File: src/rtl/arbiter_merge_pkg.sv
// Shared types and constants for the two-input arbitrated merge.
package arbiter_merge_pkg;

  localparam int WIDTH_DEFAULT = 33;
  localparam int CNT_W         = 4;

  typedef logic [CNT_W-1:0] cnt_t;

  typedef enum logic [1:0] {
    IDLE,
    FWD,
    OUT,
    BACK
  } state_e;

  // Terminal counter value for a phase lasting `cycles` clocks (0 when the phase is skipped).
  function automatic cnt_t lastCount(input int cycles);
    return (cycles > 0) ? cnt_t'(cycles - 1) : '0;
  endfunction

endpackage

File: src/rtl/rr_arbiter_2.sv
// Two-way round-robin arbiter; the pointer starts out favouring request 1.
module rr_arbiter_2 (
  input  logic clk,
  input  logic rst_n,
  input  logic req1_i,
  input  logic req2_i,
  input  logic en_i,
  output logic gnt1_o,
  output logic gnt2_o
);

  logic favR2_q;
  logic favR2_d;

  always_comb begin
    gnt1_o = 1'b0;
    gnt2_o = 1'b0;
    if (en_i) begin
      if (req1_i && req2_i) begin
        gnt1_o = ~favR2_q;
        gnt2_o = favR2_q;
      end else begin
        gnt1_o = req1_i;
        gnt2_o = req2_i;
      end
    end
  end

  // Any grant, contested or not, hands priority to the other input.
  always_comb begin
    favR2_d = favR2_q;
    if (gnt1_o) begin
      favR2_d = 1'b1;
    end else if (gnt2_o) begin
      favR2_d = 1'b0;
    end
  end

  always_ff @(posedge clk or negedge rst_n) begin
    if (!rst_n) begin
      favR2_q <= 1'b0;
    end else begin
      favR2_q <= favR2_d;
    end
  end

endmodule

File: src/rtl/arbiter_merge_two.sv
// One-packet merge of channels R1/R2 onto O with fixed forward/backward latency.
// Optional source-tag output o_src is enabled by defining ARB_MERGE_SRC_EN.
module arbiter_merge_two
  import arbiter_merge_pkg::*;
#(
  parameter int WIDTH = WIDTH_DEFAULT,
  parameter int FL    = 2,
  parameter int BL    = 2
) (
  input  logic             clk,
  input  logic             rst_n,
  input  logic             r1_valid,
  output logic             r1_ready,
  input  logic [WIDTH-1:0] r1_data,
  input  logic             r2_valid,
  output logic             r2_ready,
  input  logic [WIDTH-1:0] r2_data,
  output logic             o_valid,
  input  logic             o_ready,
`ifdef ARB_MERGE_SRC_EN
  output logic             o_src,
`endif
  output logic [WIDTH-1:0] o_data
);

  localparam cnt_t FWD_LAST  = lastCount(FL - 1);
  localparam cnt_t BACK_LAST = lastCount(BL);

  state_e           state_q;
  state_e           state_d;
  cnt_t             cnt_q;
  cnt_t             cnt_d;
  logic [WIDTH-1:0] data_q;
  logic             grant1;
  logic             grant2;
  logic             accept;
  logic             arbEn;

  // Gating with rst_n keeps both ready strobes low while reset is held.
  assign arbEn  = (state_q == IDLE) && rst_n;
  assign accept = grant1 | grant2;

  rr_arbiter_2 u_arb (
    .clk    (clk),
    .rst_n  (rst_n),
    .req1_i (r1_valid),
    .req2_i (r2_valid),
    .en_i   (arbEn),
    .gnt1_o (grant1),
    .gnt2_o (grant2)
  );

  always_ff @(posedge clk or negedge rst_n) begin
    if (!rst_n) begin
      state_q <= IDLE;
      cnt_q   <= '0;
    end else begin
      state_q <= state_d;
      cnt_q   <= cnt_d;
    end
  end

  // With FL=1 the forward phase is empty, so an accept goes straight to OUT.
  always_comb begin
    state_d = state_q;
    cnt_d   = cnt_q;
    unique case (state_q)
      IDLE: begin
        if (accept) begin
          cnt_d   = '0;
          state_d = (FL > 1) ? FWD : OUT;
        end
      end
      FWD: begin
        if (cnt_q == FWD_LAST) begin
          cnt_d   = '0;
          state_d = OUT;
        end else begin
          cnt_d = cnt_q + cnt_t'(1);
        end
      end
      OUT: begin
        if (o_ready) begin
          cnt_d   = '0;
          state_d = (BL > 0) ? BACK : IDLE;
        end
      end
      BACK: begin
        if (cnt_q == BACK_LAST) begin
          cnt_d   = '0;
          state_d = IDLE;
        end else begin
          cnt_d = cnt_q + cnt_t'(1);
        end
      end
      default: begin
        cnt_d   = '0;
        state_d = IDLE;
      end
    endcase
  end

  always_comb begin
    r1_ready = grant1;
    r2_ready = grant2;
    o_valid  = (state_q == OUT);
    o_data   = data_q;
  end

  always_ff @(posedge clk or negedge rst_n) begin
    if (!rst_n) begin
      data_q <= '0;
    end else if (accept) begin
      data_q <= grant2 ? r2_data : r1_data;
    end
  end

`ifdef ARB_MERGE_SRC_EN
  logic src_q;

  always_ff @(posedge clk or negedge rst_n) begin
    if (!rst_n) begin
      src_q <= 1'b0;
    end else if (accept) begin
      src_q <= grant2;
    end
  end

  assign o_src = src_q;
`endif

endmodule

File: config.mk
export PLATFORM = sky130hd
export DESIGN_NAME = arbiter_merge_two
export DESIGN_NICKNAME = d
export VERILOG_FILES = /design/src/rtl/arbiter_merge_pkg.sv /design/src/rtl/rr_arbiter_2.sv /design/src/rtl/arbiter_merge_two.sv
export SDC_FILE = /design/constraint.sdc
export NUM_CORES = 1
export LEC_CHECK = 0
export ABC_AREA = 1
export BUFFER_PORTS_ARGS = -buffer_cell sky130_fd_sc_hd__buf_4
export CORE_ASPECT_RATIO = 1.2
export CORE_UTILIZATION = 30
export DETAILED_ROUTE_END_ITERATION = 7
export HOLD_SLACK_MARGIN = 0.06
export PLACE_DENSITY_LB_ADDON = 0.3
export SYNTH_ARGS = -nofsm -noshare
export SYNTH_HDL_FRONTEND = slang
export SYNTH_SLANG_ARGS = --single-unit
File: constraint.sdc
create_clock -name clk -period 4.3 [get_ports clk]
set_clock_uncertainty 0.1 [all_clocks]
set_input_delay 0.43 -clock clk [delete_from_list [all_inputs] [get_ports clk]]
set_output_delay 0.43 -clock clk [all_outputs]
set_load 0.005 [all_outputs]
==> metrics <==
largest net degree at the start of global routing=42; max-cap violations=0; root buf cell=clkbuf_8; Switch Pwr=602 uW; critical-path cell list=dlygate4sd3_1, buf_4, nand2_1, clkinv_2, nand3_4, inv_4, buf_4; Layout Nets=around 430; height of the die=94.0 um; DRC=0; crit end category=output port; commonest non-fill, non-tap cell in the layout=nand2_1; R2R depth=9; Final Cycle Share=63.9%; FF-to-FF setup slack=about 2600 ps; Slowest-stage cell, CP=dlygate4sd3_1; hpwl dp=3.57 mm; RR Endpoint=o_data[23]; Worst Hold Path Cells=3; CTS sink cnt=40; commonest non-fill, non-tap cells in the layout=108 x nand2_1, 106 x buf_4, 40 x dfrtp_1; RD Place Congestion=between 0.7 and 0.8; kind of critical path=in2out; Reg power frac=between 30% and 40%; Peak VDD IR=roughly 210 uV; CTS clk-pin slew, worst paths=around 80 ps; Mean Syn Cell Area=between 8 and 9 um^2; Worst EP required=3770 ps; Initial Utilization=between 30% and 40%; PwrDens=~570 mW/mm^2; max_slew headroom=65.5%; Post-Route Utilization=44.8%; CORE AREA=between 0.006 and 0.007 mm^2; # H-tree levels=2; CTS Buffer Depth=2; RSZ-0062 raised after global routing=false; final WL=a little under 5 mm; setup TNS=0 ps; worst-skew pair later-pin latency=~290 ps; hold worst-path end=o_data[23]; crit-path max FO=41; Vias=1,912; Area growth, synth to finish=44.2%; die area=0.00739 mm^2; vias per cell=4.37; WP data arrival=around 2200 ps; grt total ovfl=0; top cell family by delay on the critical path=buffers and inverters; Worst Hold Class=in2reg; Ports=about 110; Int Pwr=between 1 and 1.5 mW; Least-Margin Pin Slew=between 500 and 600 ps; slowest stage delay, CP=530 ps; CP Buf/Inv Count=5; Static Leakage=between 1.5 and 2 nW; startpoint types=primary input; status=finished clean; cell area after layout=0.00305 mm^2; Placement Cell Area=slightly below 0.003 mm^2; Rows=33; global-route wire length before repair=8.45 mm; # diodes=0; starting DRC count in detailed routing=58; drt pass-1 iters=6; vias in the first global route=1,921; fmax=between 300 and 400 MHz; share of cells above drive strength 1=between 40% and 50%; Setup WS pre-CTS=between 2000 and 2500 ps; worst r2r src=state_q[0]; Sw Share=between 30% and 40%; Yosys warning count=0; Tot Pwr=1.73 mW; ANT nets after route=0; initial antenna violation count=0; Logic pwr share=between 40% and 50%; final hold violations=0; CTS tree=built; Seq/Total Area, Yosys=between 40% and 50%; setup ws final=between 1500 and 2000 ps; Post-Syn Instances=between 200 and 250; Die Wd=approximately 80 um; Routed WL per cell=11.3 um; hold wc startpoint=r1_data[23]; Yosys cell types=20; CTS buffer count=5; Final min period=about 2700 ps; gr usage total=14.5%; clock power share=19.4%; crit-path most repeated cell=buf_4; Final Max Slew Viols=0; syn_nets=~320; #FFs+latches synth=40; fillers=692; Port Buffers=between 100 and 150; Mapped Area=between 0.002 and 0.0025 mm^2; Setup Viol. Count Final=0
per-layer routing:
layer / GRT usage, % / vias to the layer above / share of wire, %
met1: 16.5 / 861 / 41
li1: - / 980 / -
met5: 0 / - / 0
met3: 3.30 / 6 / 5.7
met2: 26.8 / 65 / 52
met4: 4.17 / 0 / 1.1
area by class of cell:
cell class	count	area [um^2]	area share, %
Clock buffer	7	96.3	3.16
Clock inverter	1	30.0	0.984
Inverter	11	50.0	1.64
Multi-Input combinational cell	185	960	31.4
Sequential cell	40	1000	32.8
Tap cell	87	109	3.57
Timing Repair Buffer	107	806	26.4
repair_timing:
item                      CTS  global route
hold buffers                1             0
setup buffers               0             0
gates resized for setup     0             0
hold endpoints to repair   40             0
flip-flops by register name, indices dropped and copies added (netlist names):
signal         count
o_data            33
cnt_q              4
state_q            2
u_arb.favR2_q      1
worst register-to-register path, cell delays in order, from the launching register on:
cell,delay [ps]
dfrtp_1,390
inv_1,90
ha_1,240
nand2_1,90
clkinv_2,100
nand3_4,110
nand2_4,60
inv_4,300
nand2_1,120
nand3_1,80
power groups by stage:
stage,clock network (mW),registers [mW],logic (mW)
3_5_place_dp,0,0.658,0.747
5_1_grt,0.363,0.676,0.837
3_3_place_gp,0,0.664,0.731
4_1_cts,0.349,0.656,0.753
6_report,0.335,0.654,0.740
2_1_floorplan,0,0.657,0.409
cell families (layout without fill, tap and decap cells):
logic type               count (synthesis)  after routing  share of synthesized area (%)
AND/OR/NAND/NOR                        171            171                           38.9
XOR/XNOR                                 2              2                          0.828
flip-flops                              40             40                           47.3
adder cells (fa/ha/maj)                  8              8                           4.73
buffers and inverters                   20            126                           7.33
AO/OA/AOI/OAI                            4              4                          0.946
cells in the mapped netlist:
master    instances  share of area, %
inv_4             3              0.89
ha_1              8               4.7
inv_1             7               1.2
o21ai_1           2              0.47
xnor2_1           1              0.41
nand2_1         108                19
nand2_4           1              0.53
xor2_1            1              0.41
clkinv_2          1              0.24
nand4_1           2              0.59
nand3_1          30               7.1
buf_6             8               4.3
buf_8             1              0.71
nand3_2          10               4.7
nand2_2          15               4.4
dfrtp_1          40                47
nor2_1            2              0.35
o21ai_0           2              0.47
or2_2             1              0.30
nand3_4           2               1.7
per-stage QoR:
step / std cells / hold slack (ps)
5_1_grt: 438 / 242
2_1_floorplan: 245 / 34.4
3_3_place_gp: 429 / 345
3_5_place_dp: 429 / 353
4_1_cts: 438 / 241
6_report: 438 / 251
worst max-delay path by stage:
stage | startpoint | end | slack [ps] | cells after the start
floorplan | state_q[0] | r1_ready | 2650 | 7
global placement | rst_n | r1_ready | 2040 | 6
detailed placement | rst_n | r1_ready | 2000 | 6
CTS | rst_n | r1_ready | 1460 | 7
global route | rst_n | r1_ready | 1350 | 7
finish | rst_n | r1_ready | 1550 | 7
No activity file was read; power rests on OpenSTA's default activity.
